File: src/rtl/fb_write_arbiter.sv
// Two-requester round-robin arbiter for the pixel write port plus a full-buffer clear sweep.
// Requester writes appear 1 cycle after the ready/valid transfer; ready is withheld while clearing.
module fb_write_arbiter #(
    parameter int              AW        = 8,
    parameter int              DW        = 3,
    parameter int              NPIX      = 256,
    parameter logic [DW-1:0]   CLR_COLOR = '0
) (
    input  logic          clk,
    input  logic          rst,
    input  logic          valid0,
    input  logic [AW-1:0] addr0,
    input  logic [DW-1:0] data0,
    output logic          ready0,
    input  logic          valid1,
    input  logic [AW-1:0] addr1,
    input  logic [DW-1:0] data1,
    output logic          ready1,
    input  logic          clear_start,
    output logic          clear_busy,
    output logic          clear_done,
    output logic [AW-1:0] mem_px_addr,
    output logic [DW-1:0] mem_px_data,
    output logic          px_wr
);

    typedef enum logic {
        ST_ARB   = 1'b0,
        ST_CLEAR = 1'b1
    } state_t;

    localparam logic [AW:0] LP_LAST = (AW+1)'(NPIX - 1);

    state_t        r_state;
    state_t        w_state_nxt;
    logic [AW:0]   r_cnt;
    logic [AW:0]   w_cnt_nxt;
    logic          r_last;
    logic          w_last_nxt;
    logic          r_px_wr;
    logic          w_px_wr_nxt;
    logic [AW-1:0] r_addr;
    logic [AW-1:0] w_addr_nxt;
    logic [DW-1:0] r_data;
    logic [DW-1:0] w_data_nxt;
    logic          r_busy;
    logic          w_busy_nxt;
    logic          r_done;
    logic          w_done_nxt;
    logic          w_gnt0;
    logic          w_gnt1;

    always_ff @(posedge clk) begin
        if (!rst) begin
            r_state <= ST_ARB;
        end else begin
            r_state <= w_state_nxt;
        end
    end

    always_comb begin
        w_state_nxt = r_state;
        w_cnt_nxt   = r_cnt;
        w_last_nxt  = r_last;
        w_px_wr_nxt = 1'b0;
        w_addr_nxt  = r_addr;
        w_data_nxt  = r_data;
        w_busy_nxt  = 1'b0;
        w_done_nxt  = 1'b0;
        w_gnt0      = 1'b0;
        w_gnt1      = 1'b0;
        case (r_state)
            ST_ARB: begin
                if (clear_start) begin
                    // The accepting edge already launches address 0 of the sweep.
                    w_px_wr_nxt = 1'b1;
                    w_addr_nxt  = '0;
                    w_data_nxt  = CLR_COLOR;
                    w_busy_nxt  = 1'b1;
                    if (LP_LAST == '0) begin
                        w_done_nxt = 1'b1;
                    end else begin
                        w_state_nxt = ST_CLEAR;
                        w_cnt_nxt   = (AW+1)'(1);
                    end
                end else begin
                    w_gnt0 = valid0 && (!valid1 || r_last);
                    w_gnt1 = valid1 && (!valid0 || !r_last);
                    if (w_gnt0) begin
                        w_px_wr_nxt = 1'b1;
                        w_addr_nxt  = addr0;
                        w_data_nxt  = data0;
                        w_last_nxt  = 1'b0;
                    end else if (w_gnt1) begin
                        w_px_wr_nxt = 1'b1;
                        w_addr_nxt  = addr1;
                        w_data_nxt  = data1;
                        w_last_nxt  = 1'b1;
                    end
                end
            end
            ST_CLEAR: begin
                w_px_wr_nxt = 1'b1;
                w_addr_nxt  = r_cnt[AW-1:0];
                w_data_nxt  = CLR_COLOR;
                w_busy_nxt  = 1'b1;
                // Leave on the edge launching the final write so a requester can follow without a bubble.
                if (r_cnt == LP_LAST) begin
                    w_done_nxt  = 1'b1;
                    w_state_nxt = ST_ARB;
                    w_cnt_nxt   = '0;
                end else begin
                    w_cnt_nxt = r_cnt + (AW+1)'(1);
                end
            end
            default: begin
                w_state_nxt = ST_ARB;
            end
        endcase
    end

    always_ff @(posedge clk) begin
        if (!rst) begin
            r_cnt   <= '0;
            r_last  <= 1'b1;
            r_px_wr <= 1'b0;
            r_addr  <= '0;
            r_data  <= '0;
            r_busy  <= 1'b0;
            r_done  <= 1'b0;
        end else begin
            r_cnt   <= w_cnt_nxt;
            r_last  <= w_last_nxt;
            r_px_wr <= w_px_wr_nxt;
            r_addr  <= w_addr_nxt;
            r_data  <= w_data_nxt;
            r_busy  <= w_busy_nxt;
            r_done  <= w_done_nxt;
        end
    end

    assign ready0      = rst && w_gnt0;
    assign ready1      = rst && w_gnt1;
    assign px_wr       = r_px_wr;
    assign mem_px_addr = r_addr;
    assign mem_px_data = r_data;
    assign clear_busy  = r_busy;
    assign clear_done  = r_done;

endmodule
File: config.mk
export PLATFORM = sky130hd
export DESIGN_NAME = fb_write_arbiter
export DESIGN_NICKNAME = d
export VERILOG_FILES = /design/src/rtl/fb_write_arbiter.sv
export SDC_FILE = /design/constraint.sdc
export NUM_CORES = 1
export LEC_CHECK = 0
export BUFFER_PORTS_ARGS = -buffer_cell sky130_fd_sc_hd__buf_4
export CAP_MARGIN = 10
export CORE_MARGIN = 2
export CORE_UTILIZATION = 48
export DETAILED_ROUTE_END_ITERATION = 10
export PLACE_DENSITY_LB_ADDON = 0.12
export SLEW_MARGIN = 20
export SYNTH_ARGS = -nofsm -noshare
export SYNTH_HDL_FRONTEND = slang
export SYNTH_SLANG_ARGS = --single-unit
File: constraint.sdc
create_clock -name clk -period 1.76 [get_ports clk]
set_input_delay 0.44 -clock clk [delete_from_list [all_inputs] [get_ports clk]]
set_output_delay 0.44 -clock clk [all_outputs]
set_load 0.05 [all_outputs]
======== Word-level counts from Yosys, hierarchy flattened ========
Index checks and enable logic that the tools add are counted.
storage, ports and cells
  logic and storage cells ................. 52
  output and inout bits ................... 16
  flip-flop bits (word level) ............. 25
  input bits .............................. 27
cells by class
  bitwise gates (word level) .............. 2
  add/sub/neg operators ................... 1
  multiplexer cells ....................... 26
  reduce and logical (&&, ||, !) cells .... 12
  eq/ne operators ......................... 3
operators by type and width
  cell                                                                   number
  8-bit two-way mux                                                      3
  9-bit two-way mux                                                      2
  9-bit one-hot mux with 2 select lines                                  1
  8-bit one-hot mux with 2 select lines                                  1
  1-bit two-way mux                                                      12
  9-bit by 1-bit adder with 9-bit output, second input constant          1
  9-bit by 8-bit equality test with 1-bit output, second input constant  1
  3-bit two-way mux                                                      3
  1-bit one-hot mux with 2 select lines                                  3
  3-bit one-hot mux with 2 select lines                                  1
  1-bit logical AND                                                      4
  4-bit != test, second input constant                                   1
  1-bit zero test                                                        3
  3-bit AND reduction                                                    1
  1-bit logical OR                                                       2
  2-bit != test, second input constant                                   1
  1-bit inverter                                                         2
  2-bit AND reduction                                                    1
  2-bit nonzero test                                                     1

======== Longest topological paths before layout ========
Gate-level depths: netlist of run 1.
  word-level depth ........................ 7
  gate-level depth with buffers ........... 6
  mapped depth without buffers ............ 4

======== Worst setup path after synthesis of run 1 ========
OpenSTA, ideal clock, no wires.
  kind .................................... input to output
  from .................................... input clear_start
  to ...................................... output ready1
  stages .................................. 2
  arrival time ............................ 1.362 ns
  required time ........................... 1.320 ns
  path buffers ............................ 0
  setup slack ............................. -0.042 ns
  cells stage by stage .................... nor3b_1 -> and3_1
on the way
  longest elaborated chain between the ends .. 3
RTL lines
  item               RTL line  RTL
  start, declared    19        input logic clear_start,
  1-bit two-way mux  74        if (clear_start) begin
  1-bit two-way mux  72        case (r_state)
  1-bit logical AND  143       assign ready1 = rst && w_gnt1;
  end, declared      18        output logic ready1,
Every way passes these cells.

======== Worst setup path in the final report of run 1 ========
  from .................................... register r_state
  to ...................................... output ready1
on the way
  longest elaborated chain between the ends .. 2
RTL lines
  item                    RTL line  RTL
  start, declared         34        state_t r_state;
  start signal, assigned  57        r_state <= w_state_nxt;
  1-bit two-way mux       72
  1-bit logical AND       143
Every way passes these cells.

==> run_results.csv, run 1 <==
group,metric,value,unit
status,status,"completed",
worst_setup_path,reg2reg_slack,0.07,ns
die,die_w,56.5,microns
routing,drtPass1Iterations,4,
timing,slew_viol_final,0,
pwr,max-vdd-ir-drop,517,uV
worst_setup_path,crit_slowest_cell,"dfxtp_2",
routing,antenna_left,0,
clock_network,clk_path_buf_depth,2,
worst_setup_path,slowest_delay,0.35,ns
global_route,grt_pass1_wl,6090,microns
layout,final_cells,230,
place,dp_worst_setup_slack,0.0333,ns
global_route,grt_start_max_net_pins,18,
global_route,grt_antenna_before_repair,0,
layout,drive_gt1_share,31.7,%
logic_synthesis,synth_ff_type,"dfxtp_1",
clock_network,cts_sinks,25,
worst_setup_path,endpoint,"ready1",
timing,slew_headroom,52.7,%
routing,via_per_inst,6.07,
logic_synthesis,seq_area_frac_synth,37.8,%
pwr,powerDensity,663,nW/um^2
worst_setup_path,r2r-start,"r_state$_SDFF_PN0_",
timing,finalCritPeriodShare,99.4,%
clock_network,clk_latency,0.31,ns
die,fp.dieH,56.5,microns
clock_network,clk_pin_slew,0.14,ns
layout,fillers,234,
timing,rsz0062_at_grt,"yes",
worst_setup_path,arrival,1.31,ns
logic_synthesis,synth_area,1320,sq um
logic_synthesis,synthArstFlopShare,0,%
worst_setup_path,cp-end-kind,"output pin",
die,row_count,19,
global_route,first_global_vias,1388,
timing,min_period,1.75,ns
logic_synthesis,syn-num-nets,186,
worst_setup_path,cp-startpoint,"r_state$_SDFF_PN0_",
pwr,finalPower,0.00115,W
global_route,globalRouteTotalUtil,23.6,%
logic_synthesis,synth.avg_cell_area,8.37,sq um
timing,skew,0.00526,ns
routing,wl_per_cell,15.7,microns
place,post-place-cells,224,
routing,drt_wl_total,3620,microns
pwr,p_leak,0.647,nW
worst_setup_path,crit_type,"flip-flop to output pin",
worst_setup_path,cp-start-kind,"flip-flop",
worst_setup_path,reg2reg_to,"mem_px_addr[3]$_SDFFE_PN0P_",
place,gp_congestion,0.808,
layout,n_antenna_cell,0,
logic_synthesis,synthCells,158,
clock_network,cts_buffers,3,
logic_synthesis,ys_warn_count,0,
logic_synthesis,yosysUniqueCellTypes,41,
worst_setup_path,crit_chain,"nor3b_2, buf_4, and3_4, buf_8",
routing,drc_errors,0,
routing,drt_iter0_drc,48,
routing,vias,1395,
worst_setup_path,rr_worst_depth,5,
die,dieArea,3190,sq um
logic_synthesis,synth_edf_count,0,
worst_setup_path,crit_required,1.32,ns
timing,fin_hold_ws,0.396,ns
worst_hold_path,hold_path.class,"input pin to flip-flop",
timing,setup_tns,0,ns
clock_network,cts_max_level,1,
die,start_util,49.2,%
timing,tightest_slew,0.708,ns
timing,hold_violations,0,
die,ios,43,
place,dp.final_hpwl,2630,microns
global_route,grt-ovfl-total,0,
timing,fin_ws,0.0108,ns
worst_setup_path,crit_path_max_fanout,3,
logic_synthesis,synth_seq_cells,25,
clock_network,cts-root-buf,"clkbuf_4",
timing,setup_viol,0,
layout,synthToLayoutAreaGrowth,31.4,%
die,core-area,2690,sq um
clock_network,cts_hold_buf,0,
timing,max_freq,572,MHz
layout,layout.nets,228,
job,maxCapViolCount,0,
clock_network,cts_tree,"yes",
place,portBuffers,42,
[cells in the final DEF (no fill, tap or decap), drive strengths merged, types with 2 or more instances in the layout]
cell type	count
nand3b	3
nor2b	2
o211ai	12
nor2	3
and3	3
a21oi	5
and2	3
clkbuf	4
buf	51
nand2	17
a31oi	3
a41oi	9
or2	2
o21ai	17
nand3	7
nand4	11
dfxtp	25
inv	4
[layout make-up]
| class | count | area [sq um] | share of cell area (%) |
|---|---|---|---|
| Tap cell | 31 | 38.8 | 2.23 |
| Timing Repair Buffer | 51 | 410 | 23.6 |
| Multi-Input combinational cell | 115 | 746 | 42.9 |
| Sequential cell | 25 | 502 | 28.9 |
| Inverter | 4 | 15.0 | 0.864 |
| Clock buffer | 4 | 26.3 | 1.51 |
[report_power, final]
| part | switching, W | total [W] | internal (W) |
|---|---|---|---|
| combinational | 0.000165 | 0.000284 | 0.000119 |
| sequential | 0.0000179 | 0.000609 | 0.000591 |
| clock | 0.000171 | 0.000259 | 0.0000885 |
| total | 0.000354 | 0.00115 | 0.000798 |
[worst max-delay path: cells and delay by family (launching register included)]
family | cells | cell delay [ns]
AND/OR/NAND/NOR | 2 | 0.36
flip-flops | 1 | 0.35
buffers and inverters | 2 | 0.29
[Yosys cell counts, drive strengths merged, types with 4 or more instances]
| master | n | area [sq um] |
|---|---|---|
| clkbuf | 10 | 37.5 |
| dfxtp | 25 | 500 |
| o211ai | 12 | 90.1 |
| nand3 | 7 | 35.0 |
| a41oi | 9 | 86.3 |
| nand2 | 17 | 63.8 |
| buf | 4 | 38.8 |
| inv | 4 | 15.0 |
| o21ai | 17 | 88.8 |
| a21oi | 5 | 25.0 |
| nand4 | 11 | 68.8 |
[flip-flops by register name, indices dropped and copies added, names as in the netlist]
| name | flops |
|---|---|
| clear_busy | 1 |
| clear_done | 1 |
| mem_px_addr | 8 |
| mem_px_data | 3 |
| px_wr | 1 |
| r_cnt | 9 |
| r_last | 1 |
| r_state | 1 |
[metrics by stage]
step,instance area (sq um),util (%)
2_1_floorplan,1330,-
3_3_place_gp,1670,62.1
3_5_place_dp,1670,62.1
4_1_cts,1730,64.4
5_1_grt,1740,64.7
6_report,1740,64.7
[timing repair]
item / CTS / global route
pin swaps: 1 / 0
endpoints found under the setup margin: 2 / 2
resized for setup: 8 / 0
endpoints found under the hold margin: 0 / 0
buffers inserted: 1 / 1
[per-layer routing]
layer  up-vias  track usage (%)  part of all wire [%]
met5         -                0                     0
met4         0             11.6                   1.1
met3         4             3.23                   5.8
met2        55             37.5                    48
met1       648             31.4                    45
li1        688                -                     -
[kinds of logic after synthesis]
logic type	share of synthesized area, %
buffers and inverters	6.91
flip-flops	37.8
adder cells (fa/ha/maj)	0.946
AND/OR/NAND/NOR	25.4
AO/OA/AOI/OAI	29.0
[worst min path at each step]
| stage | startpoint | end | slack [ns] | depth (start not counted) |
|---|---|---|---|---|
| after floorplan | r_cnt[8]$_SDFFE_PN0P_ | r_cnt[8]$_SDFFE_PN0P_ | 0.41 | 2 |
| after global placement | r_cnt[8]$_SDFFE_PN0P_ | r_cnt[8]$_SDFFE_PN0P_ | 0.43 | 2 |
| after detailed placement | r_cnt[8]$_SDFFE_PN0P_ | r_cnt[8]$_SDFFE_PN0P_ | 0.45 | 2 |
| after CTS | data0[0] | mem_px_data[0]$_SDFFE_PN0P_ | 0.39 | 3 |
| after global routing | data0[0] | mem_px_data[0]$_SDFFE_PN0P_ | 0.38 | 3 |
| final | data0[0] | mem_px_data[0]$_SDFFE_PN0P_ | 0.40 | 3 |
No activity file was read; power rests on OpenSTA's default activity.
==> run 2: changes to the inputs <==
--- a/config.mk
+++ b/config.mk
@@ -9,6 +9,7 @@
 export CAP_MARGIN = 10
 export CORE_MARGIN = 2
 export CORE_UTILIZATION = 48
+export CTS_BUF_LIST = sky130_fd_sc_hd__clkbuf_4 sky130_fd_sc_hd__clkbuf_8
 export DETAILED_ROUTE_END_ITERATION = 10
 export PLACE_DENSITY_LB_ADDON = 0.12
 export SLEW_MARGIN = 20
==> run_results.csv, run 2 (synthesis gave the netlist of run 1 again) <==
group,metric,value,unit
timing,slew_headroom,52.7,%
die,fp.dieH,56.5,microns
clock_network,cts-root-buf,"clkbuf_4",
routing,drc_errors,0,
worst_setup_path,crit_family,"simple AND/OR/NAND/NOR gates",
die,start_util,49.2,%
global_route,first_global_vias,1388,
routing,vias,1396,
worst_setup_path,arrival,1.31,ns
layout,final_cells,230,
layout,largest_reg_flops,9,
pwr,pwr-share-seq,52.1,%
worst_setup_path,crit_type,"flip-flop to output pin",
pwr,powerDensity,671,nW/um^2
die,core-area,2690,sq um
place,dp.final_hpwl,2630,microns
clock_network,cts_max_level,1,
global_route,globalRouteTotalUtil,23.6,%
worst_setup_path,cp-startpoint,"r_state$_SDFF_PN0_",
pwr,switching_share,30.4,%
routing,antenna_left,0,
job,maxCapViolCount,0,
global_route,grt-ovfl-total,0,
worst_setup_path,cp-start-kind,"flip-flop",
clock_network,clk_pin_slew,0.14,ns
global_route,grt_antenna_before_repair,0,
worst_setup_path,crit_path_max_fanout,3,
clock_network,cts_sinks,25,
routing,drt_wl_total,3620,microns
pwr,max-vdd-ir-drop,521,uV
worst_setup_path,reg2reg_slack,0.07,ns
worst_setup_path,slowest_delay,0.35,ns
die,die_w,56.5,microns
worst_hold_path,worstHoldPathCells,3,
worst_setup_path,reg2reg_to,"mem_px_addr[3]$_SDFFE_PN0P_",
pwr,internal-power,0.000814,W
die,ios,43,
timing,tightest_slew,0.707,ns
worst_setup_path,rr_worst_depth,5,
worst_setup_path,crit_required,1.32,ns
layout,layout.nets,228,
timing,max_freq,572,MHz
timing,rsz0062_at_grt,"yes",
clock_network,cts_hold_buf,0,
pwr,p_leak,0.650,nW
worst_setup_path,cp.depth,4,
clock_network,clk_path_buf_depth,2,
clock_network,clk_latency,0.32,ns
clock_network,cts_tree,"yes",
routing,drtPass1Iterations,4,
routing,drt_iter0_drc,48,
global_route,grt_start_max_net_pins,18,
layout,synthToLayoutAreaGrowth,31.7,%
die,dieArea,3190,sq um
timing,setup_viol,0,
worst_setup_path,cp-end-kind,"output pin",
layout,mostFrequentLayoutCells,"buf_4, dfxtp_1, nand2_1",
timing,setup_tns,0,ns
place,gp_congestion,0.808,
timing,finalCritPeriodShare,99.4,%
timing,min_period,1.75,ns
worst_setup_path,critPathBufInv,2,
timing,hold_violations,0,
worst_setup_path,r2r-start,"r_state$_SDFF_PN0_",
pwr,comb_power_share,24.3,%
global_route,grt_pass1_wl,6090,microns
pwr,clkPwrFrac,23.6,%
worst_setup_path,endpoint,"ready1",
timing,slew_viol_final,0,
timing,skew,0.00608,ns
routing,via_per_inst,6.07,
place,post-place-cells,224,
routing,wl_per_cell,15.7,microns
layout,largest-register,"r_cnt",
layout,final_common_cell,"buf_4",
die,row_count,19,
worst_hold_path,hold_path.class,"input pin to flip-flop",
place,portBuffers,42,
worst_setup_path,crit_chain,"nor3b_2, buf_4, and3_4, buf_8",
clock_network,cts_buffers,3,
pwr,p_sw,0.000355,W
layout,n_antenna_cell,0,
status,status,"completed",
layout,drive_gt1_share,32.2,%
worst_setup_path,crit_slowest_cell,"dfxtp_2",
run 2: worst min-delay path, stage by stage:
cell	delay (ns)
buf_4	0.11
nand3_1	0.07
a31oi_1	0.07
run 2: repair_timing:
item	CTS	global route
endpoints found under the setup margin	2	2
setup buffers	1	1
pin swaps	1	0
gates resized for setup	8	0
run 2: how the worst min path moves through the flow:
stage,from,end,slack [ns]
after detailed placement,r_cnt[8]$_SDFFE_PN0P_,r_cnt[8]$_SDFFE_PN0P_,0.45
final,data0[0],mem_px_data[0]$_SDFFE_PN0P_,0.40
after CTS,data0[0],mem_px_data[0]$_SDFFE_PN0P_,0.39
after floorplan,r_cnt[8]$_SDFFE_PN0P_,r_cnt[8]$_SDFFE_PN0P_,0.41
after global routing,data0[0],mem_px_data[0]$_SDFFE_PN0P_,0.38
after global placement,r_cnt[8]$_SDFFE_PN0P_,r_cnt[8]$_SDFFE_PN0P_,0.43
run 2: metal layers:
layer | GRT usage [%] | part of all wire (%)
met5 | 0 | 0
met4 | 11.6 | 1.2
met3 | 3.23 | 5.6
met2 | 37.5 | 48
met1 | 31.4 | 45
run 2: through the flow:
step                      power, W  area [sq um]  setup slack, ns  hold WS (ns)  utilization (%)
after global routing       0.00122          1740          -0.0551         0.382             64.8
final                      0.00117          1740           0.0111         0.395             64.8
after global placement    0.000889          1670           0.0442         0.429             62.1
after CTS                  0.00117          1730           0.0190         0.390             64.6
after floorplan           0.000781          1330           0.0670         0.415                -
after detailed placement  0.000895          1670           0.0333         0.449             62.1
run 2: area by class of cell:
class / count / area, sq um
clock buffers: 4 / 30.0
fillers: 232 / 945
inverters: 4 / 15.0
multi-input cells: 115 / 746
flip-flops and latches: 25 / 502
well taps: 31 / 38.8
repair buffers: 51 / 410
run 2: power by group through the flow:
stage / Sequential (W) / Combinational (W) / Clock, W
after floorplan: 0.000679 / 0.000103 / 0
after global placement: 0.000620 / 0.000270 / 0
after detailed placement: 0.000620 / 0.000274 / 0
after CTS: 0.000609 / 0.000281 / 0.000282
after global routing: 0.000612 / 0.000303 / 0.000308
final: 0.000609 / 0.000284 / 0.000276
==> run 3: changes to the inputs <==
--- a/config.mk
+++ b/config.mk
@@ -5,7 +5,7 @@
 export SDC_FILE = /design/constraint.sdc
 export NUM_CORES = 1
 export LEC_CHECK = 0
-export BUFFER_PORTS_ARGS = -buffer_cell sky130_fd_sc_hd__buf_4
+export BUFFER_PORTS_ARGS = -buffer_cell sky130_fd_sc_hd__buf_2
 export CAP_MARGIN = 10
 export CORE_MARGIN = 2
 export CORE_UTILIZATION = 48
==> run_results.csv, run 3 (synthesis gave the netlist of run 1 again) <==
group,metric,value,unit
routing,via_per_inst,6.19,
worst_setup_path,reg2reg_slack,0.15,ns
layout,layout.nets,229,
layout,largest-register,"r_cnt",
worst_setup_path,cp-start-kind,"flip-flop",
timing,fin_ws,-0.0163,ns
worst_setup_path,crit_type,"flip-flop to output pin",
global_route,grt_antenna_before_repair,0,
routing,drt_wl_total,3870,microns
worst_setup_path,cp-end-kind,"output pin",
worst_setup_path,slowest_delay,0.37,ns
layout,fillers,254,
routing,drt_iter0_drc,76,
clock_network,cts_buffers,3,
place,dp.final_hpwl,2750,microns
die,start_util,49.2,%
worst_setup_path,critPathBufInv,2,
layout,n_antenna_cell,0,
global_route,grt_pass1_wl,6330,microns
layout,fin_util,61.5,%
clock_network,cts_max_level,1,
layout,final_common_cell,"buf_2",
worst_setup_path,crit_chain,"nor3b_2, buf_4, and3_4, buf_8",
layout,drive_gt1_share,32.5,%
die,core-area,2690,sq um
routing,wl_per_cell,16.7,microns
pwr,max-vdd-ir-drop,508,uV
routing,drtPass1Iterations,4,
pwr,p_leak,0.631,nW
die,die_w,56.5,microns
timing,tightest_slew,0.779,ns
clock_network,clk_path_buf_depth,2,
global_route,first_global_vias,1339,
timing,hold_violations,0,
global_route,globalRouteTotalUtil,25.1,%
clock_network,cts_tree,"yes",
layout,largest_reg_flops,9,
clock_network,clk_latency,0.32,ns
die,dieArea,3190,sq um
clock_network,clk_pin_slew,0.13,ns
place,gp_congestion,0.834,
routing,antenna_left,0,
timing,rsz0062_at_grt,"yes",
worst_setup_path,arrival,1.34,ns
worst_setup_path,crit_family,"flip-flops",
timing,slew_headroom,48.0,%
worst_hold_path,hold_path.class,"input pin to flip-flop",
worst_setup_path,crit_slowest_cell,"dfxtp_4",
status,status,"finished with violations",
routing,vias,1429,
place,dp_worst_setup_slack,0.00620,ns
global_route,grt-ovfl-total,0,
timing,fin_hold_ws,0.394,ns
pwr,powerDensity,690,nW/um^2
die,row_count,19,
timing,min_period,1.78,ns
die,fp.dieH,56.5,microns
status,violations,"setup timing",
clock_network,cts_sinks,25,
layout,synthToLayoutAreaGrowth,24.9,%
timing,setup_viol,2,
worst_setup_path,crit_required,1.32,ns
clock_network,cts_hold_buf,0,
job,maxCapViolCount,0,
clock_network,cts-root-buf,"clkbuf_4",
timing,slew_viol_final,0,
timing,finalCritPeriodShare,101,%
global_route,grt_start_max_net_pins,18,
place,portBuffers,42,
layout,mostFrequentLayoutCells,"buf_2, dfxtp_1, nand2_1",
worst_setup_path,crit_path_max_fanout,6,
pwr,finalPower,0.00114,W
timing,skew,0.00424,ns
routing,drc_errors,0,
timing,max_freq,563,MHz
die,ios,43,
## run 3: cell types whose count changed in the layout (fill, tap and decap cells not counted)
cell	previous run	this run
dfxtp_2	1	0
dfxtp_4	0	1
buf_4	48	9
buf_2	0	40
## run 3: report_power, final
| group | leakage [nW] | switching, W | internal (W) | total [W] |
|---|---|---|---|---|
| clock | 0.0184 | 0.000166 | 0.000104 | 0.000270 |
| combinational | 0.407 | 0.000169 | 0.0000939 | 0.000263 |
| sequential | 0.205 | 0.0000167 | 0.000590 | 0.000607 |
| total | 0.631 | 0.000352 | 0.000788 | 0.00114 |
## run 3: timing repair
item / CTS / global route
pin swaps: 1 / 0
endpoints found under the hold margin: 0 / 0
buffers inserted: 1 / 0
cloned: 0 / 0
setup endpoints to repair: 2 / 2
gates resized for setup: 11 / 0
## run 3: path summary, 6_finish.rpt
| check | start | to | depth (start not counted) |
|---|---|---|---|
| worst min-delay path | data0[0] | mem_px_data[0]$_SDFFE_PN0P_ | 3 |
| worst min register to register | r_cnt[8]$_SDFFE_PN0P_ | r_cnt[8]$_SDFFE_PN0P_ | 2 |
| worst max register to register | r_state$_SDFF_PN0_ | mem_px_addr[1]$_SDFFE_PN0P_ | 4 |
| worst max-delay path | r_state$_SDFF_PN0_ | ready1 | 4 |
## run 3: final cells by class
class                      instances  area (sq um)  share of cell area [%]
tap                               31          38.8                    2.35
timing repair buffer              52           318                    19.2
sequential                        25           504                    30.5
inverter                           4          15.0                   0.909
multi-input combinational        115           746                    45.2
clock buffer                       4          30.0                    1.82
## run 3: layer usage
metal | vias to the layer above | global-route usage, % | share of wire, % | routed length (microns)
met5 | - | 0 | 0 | 0
met4 | 0 | 7.48 | 0.88 | 34
met3 | 4 | 2.07 | 4.7 | 182
met2 | 50 | 42.4 | 52 | 2020
met1 | 680 | 34.1 | 42 | 1630
li1 | 695 | - | - | -
## run 3: worst min-delay path: cells and delay by family
| family | cells | cell delay [ns] |
|---|---|---|
| and+or+nand+nor | 1 | 0.07 |
| buffers and inverters | 1 | 0.10 |
| AOI/OAI and AO/OA | 1 | 0.07 |
## run 3: stage by stage
step | setup TNS, ns | cells | instance area [sq um]
floorplan | 0 | 158 | 1330
global placement | -0.00735 | 226 | 1580
detailed placement | 0 | 226 | 1580
CTS | 0 | 231 | 1650
global route | -0.119 | 231 | 1650
finish | -0.0311 | 231 | 1650
